[src/rtl/spi_cmd_ctrl.sv]
// SPI command decoder for the analog front-end: 3-byte frames (cmd, addr, data)
// drive select registers, timed relay coil pulses and a status/readback path.
module spi_cmd_ctrl #(
  parameter int         RELAY_PULSE = 48000,
  parameter logic [7:0] CMD_WR      = 8'h01,
  parameter logic [7:0] CMD_RD      = 8'h02
) (
  input  logic       clk_12mhz,
  input  logic       rst,
  input  logic       frame_active,
  input  logic       rx_valid,
  input  logic [7:0] rx_data,
  output logic [7:0] tx_data,
  output logic       tx_load,
  output logic [1:0] input_sel,
  output logic [1:0] mu_sel,
  output logic       avk_sel,
  output logic       fil1_sel,
  output logic       fil2_sel,
  output logic [7:0] relay_code,
  output logic       relay_cs,
  output logic       relay_reset,
  output logic       busy,
  output logic       err
);

  typedef enum logic [2:0] {IDLE, ADDR, DATA, APPLY, RELAY, WAIT_END} state_t;

  localparam logic [15:0] PULSE_LAST = 16'(RELAY_PULSE - 1);

  state_t      state, state_nxt;
  logic [7:0]  cmd, addr, data;
  logic [15:0] relay_cnt;
  logic        stat_rd;
  logic        err_set, cmd_ld, addr_ld, data_ld, rd_ld;
  logic        apply_reg, relay_start, relay_done;

  function automatic logic is_rd_addr(input logic [7:0] a);
    case (a)
      8'h11, 8'h12, 8'h13, 8'h14, 8'h15, 8'h21, 8'h22, 8'h30: is_rd_addr = 1'b1;
      default:                                                is_rd_addr = 1'b0;
    endcase
  endfunction

  function automatic logic [7:0] rd_val(input logic [7:0] a);
    case (a)
      8'h11:        rd_val = {6'b0, input_sel};
      8'h12:        rd_val = {6'b0, mu_sel};
      8'h13:        rd_val = {7'b0, avk_sel};
      8'h14:        rd_val = {7'b0, fil1_sel};
      8'h15:        rd_val = {7'b0, fil2_sel};
      8'h21, 8'h22: rd_val = relay_code;
      8'h30:        rd_val = {busy, err, 6'b0};
      default:      rd_val = 8'h00;
    endcase
  endfunction

  always_ff @(posedge clk_12mhz) begin
    if (rst) state <= IDLE;
    else     state <= state_nxt;
  end

  always_comb begin
    state_nxt   = state;
    err_set     = 1'b0;
    cmd_ld      = 1'b0;
    addr_ld     = 1'b0;
    data_ld     = 1'b0;
    rd_ld       = 1'b0;
    apply_reg   = 1'b0;
    relay_start = 1'b0;
    relay_done  = 1'b0;
    case (state)
      IDLE: begin
        if (rx_valid && frame_active) begin
          cmd_ld = 1'b1;
          if (rx_data == CMD_WR || rx_data == CMD_RD) begin
            state_nxt = ADDR;
          end else begin
            err_set   = 1'b1;
            state_nxt = WAIT_END;
          end
        end
      end
      ADDR: begin
        if (!frame_active) begin
          state_nxt = IDLE;
        end else if (rx_valid) begin
          addr_ld   = 1'b1;
          state_nxt = DATA;
          if (cmd == CMD_RD) begin
            rd_ld   = 1'b1;
            err_set = !is_rd_addr(rx_data);
          end
        end
      end
      DATA: begin
        if (!frame_active) begin
          state_nxt = IDLE;
        end else if (rx_valid) begin
          data_ld   = 1'b1;
          state_nxt = (cmd == CMD_WR) ? APPLY : WAIT_END;
        end
      end
      APPLY: begin
        case (addr)
          8'h11, 8'h12, 8'h13, 8'h14, 8'h15: begin
            apply_reg = 1'b1;
            state_nxt = WAIT_END;
          end
          8'h21, 8'h22: begin
            relay_start = 1'b1;
            state_nxt   = RELAY;
          end
          default: begin
            err_set   = 1'b1;
            state_nxt = WAIT_END;
          end
        endcase
      end
      RELAY: begin
        // The pulse ignores the frame; stray bytes only flag an error.
        err_set = rx_valid;
        if (relay_cnt == PULSE_LAST) begin
          relay_done = 1'b1;
          state_nxt  = WAIT_END;
        end
      end
      WAIT_END: begin
        if (!frame_active) state_nxt = IDLE;
      end
      default: state_nxt = IDLE;
    endcase
  end

  always_ff @(posedge clk_12mhz) begin
    if (rst) begin
      tx_data     <= 8'h00;
      tx_load     <= 1'b0;
      stat_rd     <= 1'b0;
      cmd         <= 8'h00;
      addr        <= 8'h00;
      data        <= 8'h00;
      input_sel   <= 2'b00;
      mu_sel      <= 2'b00;
      avk_sel     <= 1'b0;
      fil1_sel    <= 1'b0;
      fil2_sel    <= 1'b0;
      relay_code  <= 8'h00;
      relay_cs    <= 1'b0;
      relay_reset <= 1'b0;
      busy        <= 1'b0;
      relay_cnt   <= 16'd0;
      err         <= 1'b0;
    end else begin
      tx_load <= rd_ld;
      stat_rd <= rd_ld && (rx_data == 8'h30);
      if (rd_ld)   tx_data <= rd_val(rx_data);
      if (cmd_ld)  cmd     <= rx_data;
      if (addr_ld) addr    <= rx_data;
      if (data_ld) data    <= rx_data;
      if (apply_reg) begin
        case (addr)
          8'h11:   input_sel <= data[1:0];
          8'h12:   mu_sel    <= data[1:0];
          8'h13:   avk_sel   <= data[0];
          8'h14:   fil1_sel  <= data[0];
          default: fil2_sel  <= data[0];
        endcase
      end
      // relay_code is left holding its pattern once the pulse ends.
      if (relay_start) begin
        relay_code  <= data;
        relay_reset <= (addr == 8'h22);
        relay_cs    <= 1'b1;
        busy        <= 1'b1;
        relay_cnt   <= 16'd0;
      end else if (relay_done) begin
        relay_cs    <= 1'b0;
        relay_reset <= 1'b0;
        busy        <= 1'b0;
        relay_cnt   <= 16'd0;
      end else if (state == RELAY) begin
        relay_cnt <= relay_cnt + 16'd1;
      end
      if (err_set)                err <= 1'b1;
      else if (tx_load && stat_rd) err <= 1'b0;
    end
  end

endmodule

[config.mk]
export PLATFORM = sky130hd
export DESIGN_NAME = spi_cmd_ctrl
export DESIGN_NICKNAME = d
export VERILOG_FILES = /design/src/rtl/spi_cmd_ctrl.sv
export SDC_FILE = /design/constraint.sdc
export NUM_CORES = 1
export LEC_CHECK = 0
export BUFFER_PORTS_ARGS = -buffer_cell sky130_fd_sc_hd__buf_2
export CORE_MARGIN = 2
export CORE_UTILIZATION = 35
export CTS_BUF_LIST = sky130_fd_sc_hd__clkbuf_4 sky130_fd_sc_hd__clkbuf_8
export DETAILED_ROUTE_END_ITERATION = 16
export PLACE_DENSITY = 0.54
export SETUP_SLACK_MARGIN = 0.1
export SYNTH_ARGS = -nofsm -noshare
export SYNTH_HDL_FRONTEND = slang
export SYNTH_SLANG_ARGS = --single-unit
[constraint.sdc]
create_clock -name clk_12mhz -period 2.7 [get_ports clk_12mhz]
set_input_delay 0.135 -clock clk_12mhz [delete_from_list [all_inputs] [get_ports clk_12mhz]]
set_output_delay 0.135 -clock clk_12mhz [all_outputs]
set_load 0.02 [all_outputs]
; ---- Word-level counts from Yosys, hierarchy flattened
; Cells that the tools add are included.
[totals]
latch_bits = 0
memories = 0
reg_bits = 71
output_inout_bits = 28
ram_bits = 0
inputBits = 12
romBits = 0
[op_classes]
add_sub_neg = 1
n_mul = 0
n_lt_le_gt_ge = 0
n_shift = 0
n_bitwise = 1
n_reduce_logical = 21
muxes = 45
div = 0
n_eq_ne = 30
[ops]
columns = op, n
row1 = 8-bit by 5-bit == test with 1-bit output (second input constant), 10
row2 = 8-bit case mux with 7 select lines, 1
row3 = 8-bit by 6-bit == test with 1-bit output (second input constant), 5
row4 = 1-bit 2-to-1 mux, 33
row5 = 3-bit 2-to-1 mux, 9
row6 = 3-bit case mux with 6 select lines, 1
row7 = 16-bit by 1-bit adder with 16-bit output (second input constant), 1
row8 = 16-bit == test (second input constant), 1
row9 = 8-bit by 1-bit == test with 1-bit output (second input constant), 2
row10 = 8-bit by 2-bit == test with 1-bit output (second input constant), 2
row11 = 2-bit AND reduction, 5
row12 = 8-bit OR reduction, 1
row13 = 7-bit OR reduction, 1
row14 = 3-bit by 2-bit == test with 1-bit output (second input constant), 2
row15 = 3-bit == test (second input constant), 2
row16 = 2-bit != test (second input constant), 3
row17 = 3-bit != test (second input constant), 2
row18 = 5-bit AND reduction, 1
row19 = 5-bit OR reduction, 1
row20 = 1-bit case mux with 4 select lines, 1
row21 = 2-bit nonzero test, 2
row22 = 2-bit OR reduction, 2
row23 = 4-bit OR reduction, 1
row24 = 3-bit by 1-bit == test with 1-bit output (second input constant), 1
row25 = other kinds (6), 8

; ---- Depth between registers and ports, before layout
; Gate-level depths: netlist (run 1).
[logic_depth]
depth_word = 13
ltp_mapped = 7
depth_no_buf = 6

; ---- Worst setup path after synthesis (run 1)
; Ideal clock, no wire load.
[synth_timing]
path_kind = reg2reg
from = register relay_cnt[0]
to = register relay_cnt[5]
setup_ns = 0.115
stages_incl_launch_ff = 8
path_buffers = 1
arrival_ns = 1.492
path_slack_ns = 1.093
period_less_slack_ns = 1.607
path_cell_list = dfxtp_1 > ha_1 > inv_1 > nor3_2 > nand4_1 > nand3b_2 > buf_4 > nor2_1
[synth_between]
elab_chain_cells = 4
word_cells_on_any_way = 5
classes_between = add/sub (1) / eq/ne (1) / mux (2) / reduce/logical (1)
[synth_lines]
columns = element, line_no
row1 = "start, declared", 33  ; logic [15:0] relay_cnt;
row2 = "start signal, assigned", 184  ; relay_cnt <= relay_cnt + 16'd1;
row3 = "parallel branches: the longest is 4 deep, another holds 16-bit by 1-bit adder with 16-bit output", -
; Several ways; the timed one is not identified.
; A chain may end at the register's enable or synchronous reset.

; ---- Worst setup path after layout (run 1)
[layout_timing]
from = register state[0]
to = register tx_data[7]
[layout_between]
elab_chain_cells = 2
[layout_lines]
columns = element, line_no
row1 = "start, declared", 31  ; state_t state, state_nxt;
row2 = "start signal, assigned", 60  ; else state <= state_nxt;
row3 = 3-bit by 1-bit == test with 1-bit output, 73  ; case (state)
row4 = 1-bit 2-to-1 mux, 73
row5 = "end signal, assigned", 158  ; if (rd_ld) tx_data <= rd_val(rx_data);
row6 = "end, declared", 13  ; output logic [7:0] tx_data,
; Every way passes these cells.

==> flow_summary.json, run 1 <==
{
  "root_buffer": "clkbuf_8",
  "pin_count_of_the_biggest_net_entering_global_routing": 32,
  "initial_utilization_pct": 36.0,
  "insertion_delay_ps": 340,
  "yosysSeqAreaShare_pct": 42.9,
  "cts_tree": "done",
  "grt_remaining_overflow": 0,
  "synth_area_um2": 3310,
  "syn_to_final_growth_pct": 13.8,
  "worst_hold_slack_ps": 144,
  "cp_data_arrival_time_ps": 2400,
  "cts_resized": 0,
  "io_buffers": 39,
  "path_clk_slew_ps": 80,
  "place.detailed.instances": 498,
  "detail_route.iter0.violations": 90,
  "globalRouteMet2Util_pct": 25.5,
  "synth.distinct_cells": 52,
  "net-switching-power_uw": 729,
  "startpoint_of_the_most_critical_register_to_register_path": "state[0]$_SDFFE_PP0P_",
  "finish.instance_area_um2": 3770,
  "drt_first_pass_iters": 4,
  "finish.net_count": 411,
  "antennaDiodeCount": 0,
  "cts_htree_levels": 3,
  "synthesis.yosys.warnings": 0,
  "timing.max_cap.violations": 0,
  "switching_share_pct": 29.1,
  "worst_hold_path_type": "input port to register",
  "leakagePower_nw": 1.62,
  "ys_top_cells_by_area": "dfxtp_1 43%, mux2i_1 12%, nor2_1 7.9%",
  "fp.dieW_um": 101,
  "relSlewSlack_pct": 59.0,
  "setup.worst_path.start_class": "register",
  "power.internal_mw": 1.78,
  "post-route-min-period_ps": 2130,
  "ys_async_sr_fraction_pct": 0,
  "setup_repair_after_global_routing_missed_its_margin": "false",
  "critical_path.endpoint_type": "register",
  "cts_hold_buffers": 0,
  "post_dp_cell_area_um2": 3570,
  "post-cts-setup-buffers": 0,
  "cts.sink_count": 71,
  "startpoint_of_the_worst_setup_timing_path": "state[0]$_SDFFE_PP0P_",
  "power.share.combinational_pct": 17.9,
  "die_span_y_um": 101,
  "avgViaCountPerCell": 5.18,
  "synth_largest_area_cell": "dfxtp_1",
  "worst-setup-path-type": "register to register",
  "timing.critical_path.required_ps": 2970,
  "routed_wl_um": 7720,
  "setup.worst_path.end": "tx_data[7]$_SDFFE_PP0P_",
  "drcViolationCount": 0,
  "floorplan.core_area_um2": 9200,
  "synth_top_flop_cell": "dfxtp_1",
  "vias": 2662,
  "timing.hold.worst_path_depth": 3,
  "run_status": "finished, final reports clean",
  "gr-usage-all-layers_pct": 15.9,
  "dpl.hpwl_um": 5550,
  "routedWlPerCell_um": 15.0,
  "met1_layer_usage_reported_by_global_route_pct": 21.3,
  "gr-usage-met3_pct": 4.14,
  "syn-mean-instance-area_um2": 9.10,
  "final_cells": 514,
  "setup.reg_to_reg.worst_slack_ps": 570,
  "final_max_slew_viol_count": 0,
  "grt_first_pass_wirelength_um": 12800,
  "place_congestion": 0.780,
  "multi_input_area_um2": 1760,
  "pwr-share-clk_pct": 34.2,
  "ios": 40,
  "fmax_mhz": 469,
  "power.share.sequential_pct": 48.0,
  "worstPathMaxFanout": 13,
  "register_area_um2": 1420,
  "final_layout_size_suffix_gt1_share_pct": 18.4,
  "final-setup-viol-count": 0,
  "cts-buffers-inserted": 9,
  "synth.net_count": 377,
  "vdd.ir_drop.worst_mv": 0.312,
  "synth_enable_flop_cells": 0,
  "power.density_cell_area_nw_per_um2": 665,
  "busiest_layer": "met2",
  "regToRegEndpoint": "tx_data[7]$_SDFFE_PP0P_",
  "detail-route-antenna-nets": 0,
  "floorplan.rows": 35,
  "fillerInstances": 943,
  "design.die.area_um2": 10300,
  "netlist.area_leader.share_pct": 42.9,
  "clockBufferDepth": 2,
  "final.setup_skew_ps": 9.23,
  "layout_worst_path_cycle_share_pct": 79.0,
  "tightestPinTransition_ps": 615,
  "grt_pass1_vias": 2522,
  "timing.setup.tns_ps": 0,
  "reg2reg_depth": 6,
  "postSynthCellCount": 364,
  "grt_antenna_before_repair": 0,
  "synth_seq_cells": 71,
  "hold_viol": 0
}
## cell usage after synthesis, drive strengths merged, types with 2 or more instances
| library cell | count |
|---|---|
| dfxtp | 71 |
| nor2 | 70 |
| mux2i | 41 |
| nand2 | 21 |
| nand3 | 18 |
| a21oi | 14 |
| buf | 14 |
| and3 | 12 |
| xor2 | 12 |
| clkbuf | 8 |
| nor3 | 6 |
| nand3b | 5 |
| nand4 | 5 |
| nor2b | 5 |
| xnor2 | 5 |
| inv | 4 |
| nand2b | 4 |
| nor3b | 4 |
| nor4 | 4 |
| nor4b | 4 |
| o21ai | 4 |
| a211oi | 3 |
| a32oi | 3 |
| o211ai | 3 |
| a22o | 2 |
| a31oi | 2 |
| and2 | 2 |
| and4b | 2 |
| o21bai | 2 |
## sequential cells by signal, indices dropped and copies added, names as in the netlist
| register | flops |
|---|---|
| relay_cnt | 16 |
| addr | 8 |
| cmd | 8 |
| data | 8 |
| relay_code | 8 |
| tx_data | 8 |
| state | 3 |
| input_sel | 2 |
| mu_sel | 2 |
| avk_sel | 1 |
| busy | 1 |
| err | 1 |
| fil1_sel | 1 |
| fil2_sel | 1 |
| relay_reset | 1 |
| stat_rd | 1 |
| tx_load | 1 |
## metrics by stage
step | total power [mW] | util [%] | setup WS, ps
5_1_grt | 2.64 | 41.0 | 415
3_3_place_gp | 1.66 | 38.8 | 596
6_report | 2.51 | 41.0 | 566
4_1_cts | 2.54 | 41.0 | 530
3_5_place_dp | 1.67 | 38.8 | 554
2_1_floorplan | 1.57 | - | 1090
## per-layer routing
layer  share of wire (%)  wire length (um)  up-vias
li1                    -                 -     1339
met1                  49              3750     1264
met2                  47              3610       54
met3                 4.0               310        5
met4                0.62                48        0
met5                   0                 0        -
## cell usage in the layout, fill, tap and decap left out, types with 6 or more instances in the layout
cell type | synthesis | final
dfxtp_1 | 71 | 71
nor2_1 | 70 | 70
mux2i_1 | 41 | 41
buf_2 | 8 | 39
nand2_1 | 21 | 21
nand3_1 | 18 | 18
a21oi_1 | 13 | 13
and3_1 | 12 | 12
xor2_1 | 12 | 12
clkbuf_8 | 0 | 9
buf_4 | 5 | 6
## power groups by stage
| stage | sequential [mW] | combinational (mW) | clock, mW |
|---|---|---|---|
| 5_1_grt | 1.22 | 0.498 | 0.928 |
| 4_1_cts | 1.20 | 0.450 | 0.885 |
| 2_1_floorplan | 1.18 | 0.391 | 0 |
| 3_3_place_gp | 1.22 | 0.438 | 0 |
| 6_report | 1.20 | 0.448 | 0.856 |
| 3_5_place_dp | 1.23 | 0.446 | 0 |
## layout make-up
class                   count  area share, %
repair buffers             45           6.37
multi-input cells         267           46.6
clock inverters             3           1.16
clock buffers              13           4.08
well taps                 111           3.69
flip-flops and latches     71           37.7
inverters                   4          0.398
## how the worst min path moves through the flow
stage | slack [ps] | to | start
final | 140 | cmd[6]$_SDFFE_PP0P_ | rx_data[6]
after global routing | 140 | cmd[7]$_SDFFE_PP0P_ | rx_data[7]
after CTS | 130 | state[0]$_SDFFE_PP0P_ | frame_active
after detailed placement | 450 | tx_data[7]$_SDFFE_PP0P_ | tx_data[7]$_SDFFE_PP0P_
after global placement | 440 | tx_data[5]$_SDFFE_PP0P_ | tx_data[5]$_SDFFE_PP0P_
after floorplan | 280 | cmd[3]$_SDFFE_PP0P_ | rx_data[3]
## critical path: stages (launching register included)
cell	delay, ps
dfxtp_1	610
nor2b_1	270
and3_1	190
buf_4	210
and3_1	470
nand3_1	170
a21oi_1	160
## cell families after synthesis
family          after synthesis  share of synthesized area, %
fa+ha+maj                     1                         0.378
compound gates               40                          8.50
xor+xnor                     17                          4.72
simple gates                168                          27.0
flops                        71                          42.9
mux                          41                          12.4
buf+inv                      26                          4.04
No activity file was read; power rests on OpenSTA's default activity.
==> run 2: changes to the inputs <==
--- a/config.mk
+++ b/config.mk
@@ -5,12 +5,13 @@
 export SDC_FILE = /design/constraint.sdc
 export NUM_CORES = 1
 export LEC_CHECK = 0
+export ABC_AREA = 1
 export BUFFER_PORTS_ARGS = -buffer_cell sky130_fd_sc_hd__buf_2
 export CORE_MARGIN = 2
 export CORE_UTILIZATION = 35
 export CTS_BUF_LIST = sky130_fd_sc_hd__clkbuf_4 sky130_fd_sc_hd__clkbuf_8
 export DETAILED_ROUTE_END_ITERATION = 16
-export PLACE_DENSITY = 0.54
+export PLACE_DENSITY = 0.55
 export SETUP_SLACK_MARGIN = 0.1
 export SYNTH_ARGS = -nofsm -noshare
 export SYNTH_HDL_FRONTEND = slang
==> constraint.sdc (replaced) <==
create_clock -name clk_12mhz -period 1.9 [get_ports clk_12mhz]
set_input_delay 0.095 -clock clk_12mhz [delete_from_list [all_inputs] [get_ports clk_12mhz]]
set_output_delay 0.095 -clock clk_12mhz [all_outputs]
set_load 0.02 [all_outputs]
==> run 2 against run 1 <==
  * Critical path depth stayed put
  * Synthesized area is 5.4% higher
  * Combinational power is 35% higher
  * Largest power group unchanged
  * Cell area is 6.3% higher
==> flow_summary.json, run 2 <==
{
  "timing.critical_path.required_ps": 2130,
  "net-switching-power_mw": 1.02,
  "setup_repair_after_global_routing_missed_its_margin": "true",
  "pwr-share-clk_pct": 35.1,
  "antennaDiodeCount": 0,
  "critical_path.max_stage_delay_ps": 370,
  "fp.dieW_um": 104,
  "grt_antenna_before_repair": 0,
  "worst_hold_path_type": "input port to register",
  "synth_area_um2": 3490,
  "synth_enable_flop_cells": 0,
  "detail-route-antenna-nets": 0,
  "fmax_mhz": 593,
  "finish.net_count": 555,
  "setup.reg_to_reg.worst_slack_ps": 210,
  "path_clk_slew_ps": 80,
  "gr-usage-met3_pct": 4.15,
  "grt_pass1_vias": 2927,
  "final_layout_size_suffix_gt1_share_pct": 17.0,
  "synth_largest_area_cell": "dfxtp_1",
  "root_buffer": "clkbuf_8",
  "fillerInstances": 1079,
  "final.setup_skew_ps": 12.9,
  "tightestPinTransition_ps": 562,
  "grt_remaining_overflow": 0,
  "cpLargestDelayFamily": "simple AND/OR/NAND/NOR gates",
  "power.internal_mw": 2.45,
  "design.die.area_um2": 10800,
  "largest_register_ff_count": 16,
  "dpl.hpwl_um": 6480,
  "synthesis.yosys.warnings": 0,
  "relSlewSlack_pct": 62.3,
  "met1_layer_usage_reported_by_global_route_pct": 23.6,
  "vdd.ir_drop.worst_mv": 0.293,
  "cts_htree_levels": 3,
  "ys_top_cells_by_area": "dfxtp_1 41%, nand2_1 12%, a21oi_1 8.0%",
  "cts_tree": "done",
  "critPathSlowestCell": "dfxtp_1",
  "grt_first_pass_wirelength_um": 14300,
  "crit_buf_inv": 0,
  "place.detailed.instances": 664,
  "most_numerous_cell_in_the_yosys_netlist": "nand2_1",
  "switching_share_pct": 29.3,
  "setup.worst_path.start_class": "register",
  "critical_path.endpoint_type": "register",
  "ios": 40,
  "worst_hold_slack_ps": 102,
  "timing.max_cap.violations": 0,
  "gr-usage-all-layers_pct": 16.6,
  "pin_count_of_the_biggest_net_entering_global_routing": 37,
  "synth.distinct_cells": 31,
  "routedWlPerCell_um": 12.7,
  "largest_register": "relay_cnt",
  "post-route-min-period_ps": 1690,
  "netlist.area_leader.share_pct": 40.7,
  "synth.net_count": 512,
  "io_buffers": 39,
  "synth_top_flop_cell": "dfxtp_1",
  "synth_top_cells_by_count": "110 x nand2_1, 71 x dfxtp_1, 64 x inv_1",
  "routed_wl_um": 8610,
  "busiest_layer": "met2",
  "ys_async_sr_fraction_pct": 0,
  "leakagePower_nw": 1.70,
  "cts-buffers-inserted": 9,
  "clockBufferDepth": 2,
  "timing.setup.tns_ps": 0,
  "place_congestion": 0.856,
  "run_status": "finished, final reports clean",
  "floorplan.core_area_um2": 9730,
  "power.share.sequential_pct": 47.5,
  "initial_utilization_pct": 35.9,
  "power.density_cell_area_nw_per_um2": 864,
  "avgViaCountPerCell": 4.77,
  "final_cells": 680,
  "cts.sink_count": 71,
  "insertion_delay_ps": 350,
  "detail_route.iter0.violations": 192,
  "drt_first_pass_iters": 5,
  "die_span_y_um": 104,
  "vias": 3243,
  "power.share.combinational_pct": 17.4,
  "globalRouteMet2Util_pct": 24.5,
  "synth_seq_cells": 71,
  "worstPathMaxFanout": 17,
  "syn_to_final_growth_pct": 14.9,
  "worst-setup-path-type": "register to register",
  "final_max_slew_viol_count": 0,
  "floorplan.rows": 36,
  "cp_data_arrival_time_ps": 1920,
  "mostFrequentLayoutCells": "110 x nand2_1, 71 x dfxtp_1, 64 x inv_1",
  "postSynthCellCount": 499,
  "crit_path_cell_trace": "ha_1, nand3_2, nor3_4, nand4_2, nand3_4, o21ai_0",
  "layout_worst_path_cycle_share_pct": 88.8,
  "final-setup-viol-count": 0,
  "hold_viol": 0,
  "yosysSeqAreaShare_pct": 40.7,
  "syn-mean-instance-area_um2": 6.99,
  "layout.cells.most_common": "nand2_1",
  "drcViolationCount": 0
}
[run 2: cell count changes in the layout (fill, tap and decap cells not counted), moves of 9 or more]
cell     delta
nand4_1     +9
mux2i_1    -41
and3_1     -12
nor2_1     -30
a21oi_1    +43
nand2_1    +89
nand3_1    +18
inv_1      +60
xor2_1      -9
o21ai_0    +40
nor2_2      +9
[run 2: worst paths after layout]
check / startpoint / endpoint / cells after the start
setup / recovery: relay_cnt[0]$_SDFFE_PP0P_ / relay_reset$_SDFFE_PP0P_ / 6
hold reg to reg: relay_code[3]$_SDFFE_PP0P_ / relay_code[3]$_SDFFE_PP0P_ / 2
hold / removal: rx_data[7] / cmd[7]$_SDFFE_PP0P_ / 3
setup reg to reg: relay_cnt[0]$_SDFFE_PP0P_ / relay_reset$_SDFFE_PP0P_ / 6
[run 2: stage by stage]
| stage | instance area, um2 | util [%] | power, mW | setup WS (ps) |
|---|---|---|---|---|
| after detailed placement | 3810 | 39.2 | 2.28 | 188 |
| after global placement | 3810 | 39.2 | 2.27 | 246 |
| after floorplan | 3490 | - | 2.13 | 402 |
| after CTS | 4010 | 41.2 | 3.51 | 195 |
| after global routing | 4010 | 41.2 | 3.66 | 88.2 |
| final | 4010 | 41.2 | 3.46 | 213 |
[run 2: worst reg2reg max path, cell delays in order (launching register included)]
cell,delay [ps]
dfxtp_1,370
ha_1,260
nand3_2,140
nor3_4,260
nand4_2,180
nand3_4,260
o21ai_0,110
[run 2: kinds of logic (layout without fill, tap and decap cells)]
family          after synthesis  after routing  synth area share, %
simple gates                232            232                 31.4
buf+inv                      83            131                 10.2
flops                        71             71                 40.7
fa+ha+maj                     1              1                0.359
xor+xnor                      3              3                0.753
compound gates              109            109                 16.5
[run 2: cell type report]
class | count | area [um2] | area share (%)
clock buffers | 12 | 153 | 3.81
clock inverters | 4 | 45.0 | 1.12
inverters | 68 | 255 | 6.37
multi-input cells | 345 | 1710 | 42.7
flip-flops and latches | 71 | 1420 | 35.5
well taps | 133 | 166 | 4.15
repair buffers | 47 | 255 | 6.37
[run 2: per-layer routing]
layer	routed length, um	vias up
met5	0	-
li1	-	1712
met2	3750	59
met1	4440	1468
met3	357	4
met4	61	0
[run 2: timing repair]
item                       CTS  global route
setup buffers                0             0
gates resized for setup      0             0
hold buffers                 0             0
setup endpoints to repair    0             1
[run 2: power by group through the flow]
stage | Combinational (mW) | Clock (mW) | Sequential [mW]
after floorplan | 0.460 | 0 | 1.67
after global placement | 0.597 | 0 | 1.67
after detailed placement | 0.600 | 0 | 1.68
after CTS | 0.603 | 1.26 | 1.64
after global routing | 0.676 | 1.33 | 1.66
final | 0.603 | 1.22 | 1.64
==> run 3: changes to the inputs <==
--- a/config.mk
+++ b/config.mk
@@ -7,6 +7,7 @@
 export LEC_CHECK = 0
 export ABC_AREA = 1
 export BUFFER_PORTS_ARGS = -buffer_cell sky130_fd_sc_hd__buf_2
+export CORE_ASPECT_RATIO = 0.8
 export CORE_MARGIN = 2
 export CORE_UTILIZATION = 35
 export CTS_BUF_LIST = sky130_fd_sc_hd__clkbuf_4 sky130_fd_sc_hd__clkbuf_8
==> run 3 against run 2 <==
  * Routed wire length rose by 1.9%
  * Critical path type unchanged
  * Via count grew 0.37%
  * First-iteration DRC count down 8.9%
  * Combinational power barely moved
  * Worst hold slack worse by 57 ps
==> flow_summary.json, run 3 (synthesis results as in run 2) <==
{
  "tightestPinTransition_ps": 526,
  "routed_wl_um": 8770,
  "worst-setup-path-type": "register to register",
  "vdd.ir_drop.worst_mv": 0.488,
  "final-setup-viol-count": 0,
  "design_power_total_mw": 3.74,
  "detail-route-antenna-nets": 0,
  "cts_htree_levels": 3,
  "insertion_delay_ps": 360,
  "final_max_slew_viol_count": 0,
  "finish.net_count": 560,
  "cts_tree": "done",
  "setup_repair_after_global_routing_missed_its_margin": "false",
  "post-route-min-period_ps": 1640,
  "setup.worst_path.start_class": "register",
  "floorplan.rows": 32,
  "post_dp_cell_area_um2": 3820,
  "routedWlPerCell_um": 12.8,
  "drcViolationCount": 0,
  "place_congestion": 0.858,
  "pin_count_of_the_biggest_net_entering_global_routing": 25,
  "largest_register": "relay_cnt",
  "final_layout_size_suffix_gt1_share_pct": 17.9,
  "grt_pass1_vias": 2927,
  "grt_remaining_overflow": 0,
  "fp.dieW_um": 116,
  "detailedPlace.worstSlack_ps": 185,
  "power.density_cell_area_nw_per_um2": 911,
  "grt_first_pass_wirelength_um": 14600,
  "initial_utilization_pct": 36.2,
  "setup_ws_ps": 262,
  "timing.critical_path.required_ps": 2140,
  "worstPathMaxFanout": 6,
  "mostFrequentLayoutCells": "110 x nand2_1, 71 x dfxtp_1, 64 x inv_1",
  "cp_data_arrival_time_ps": 1880,
  "path_clk_slew_ps": 80,
  "hold_viol": 0,
  "relSlewSlack_pct": 64.9,
  "detail_route.iter0.violations": 175,
  "floorplan.core_area_um2": 9650,
  "largest_register_ff_count": 16,
  "root_buffer": "clkbuf_8",
  "avgViaCountPerCell": 4.73,
  "io_buffers": 39,
  "final.setup_skew_ps": 11.9,
  "run_status": "finished, final reports clean",
  "ios": 40,
  "post-route-util_pct": 42.6,
  "worst_hold_path_type": "input port to register",
  "worst_hold_slack_ps": 44.3,
  "timing.setup.tns_ps": 0,
  "fmax_mhz": 611,
  "critical_path.endpoint_type": "register",
  "cts_hold_buffers": 0,
  "cts-buffers-inserted": 9,
  "layout_worst_path_cycle_share_pct": 86.2,
  "cts.sink_count": 71,
  "final_cells": 688,
  "timing.max_cap.violations": 0,
  "vias": 3255,
  "finish.instance_area_um2": 4110,
  "fillerInstances": 1002,
  "syn_to_final_growth_pct": 17.9,
  "antennaDiodeCount": 0,
  "die_span_y_um": 93.3,
  "leakagePower_nw": 1.74,
  "clockBufferDepth": 2,
  "design.die.area_um2": 10800,
  "drt_first_pass_iters": 5,
  "layout.cells.most_common": "nand2_1",
  "grt_antenna_before_repair": 0,
  "dpl.hpwl_um": 6540,
  "place.detailed.instances": 668,
  "gr-usage-all-layers_pct": 17.4
}
[run 3: report_power, final]
group / switching (mW) / internal (mW)
sequential: 0.0663 / 1.58
combinational: 0.392 / 0.214
clock: 0.589 / 0.904
total: 1.05 / 2.70
[run 3: cell type report]
type | count | area (um2) | share of cell area (%)
inverters | 68 | 255 | 6.21
well taps | 136 | 170 | 4.14
multi-input cells | 345 | 1710 | 41.7
clock inverters | 5 | 106 | 2.59
flip-flops and latches | 71 | 1420 | 34.6
clock buffers | 11 | 139 | 3.38
repair buffers | 52 | 305 | 7.43
[run 3: timing repair]
action	4_1_cts	5_1_grt
resized for setup	0	1
setup buffers	0	4
endpoints found under the setup margin	0	12
[run 3: critical path: stages, from the launching register on]
cell and delay, ps:
dfxtp_1 380, ha_2 240, nand3_2 120, nor3_4 250, nand4_2 170, nand3_4 140, buf_4 160, a21oi_1 40
[run 3: worst paths after layout]
check | start | end | slack, ps | cells after the start
setup / recovery | relay_cnt[0]$_SDFFE_PP0P_ | relay_cnt[15]$_SDFFE_PP0P_ | 260 | 7
hold / removal | rx_data[5] | stat_rd$_SDFF_PP0_ | 40 | 3
setup reg to reg | relay_cnt[0]$_SDFFE_PP0P_ | relay_cnt[15]$_SDFFE_PP0P_ | 260 | 7
hold reg to reg | tx_data[3]$_SDFFE_PP0P_ | tx_data[3]$_SDFFE_PP0P_ | 460 | 2
[run 3: routing by layer]
metal	wire, um	track usage, %
met1	4690	26.3
met2	3530	24.3
met3	455	5.31
met4	97	3.57
met5	0	0
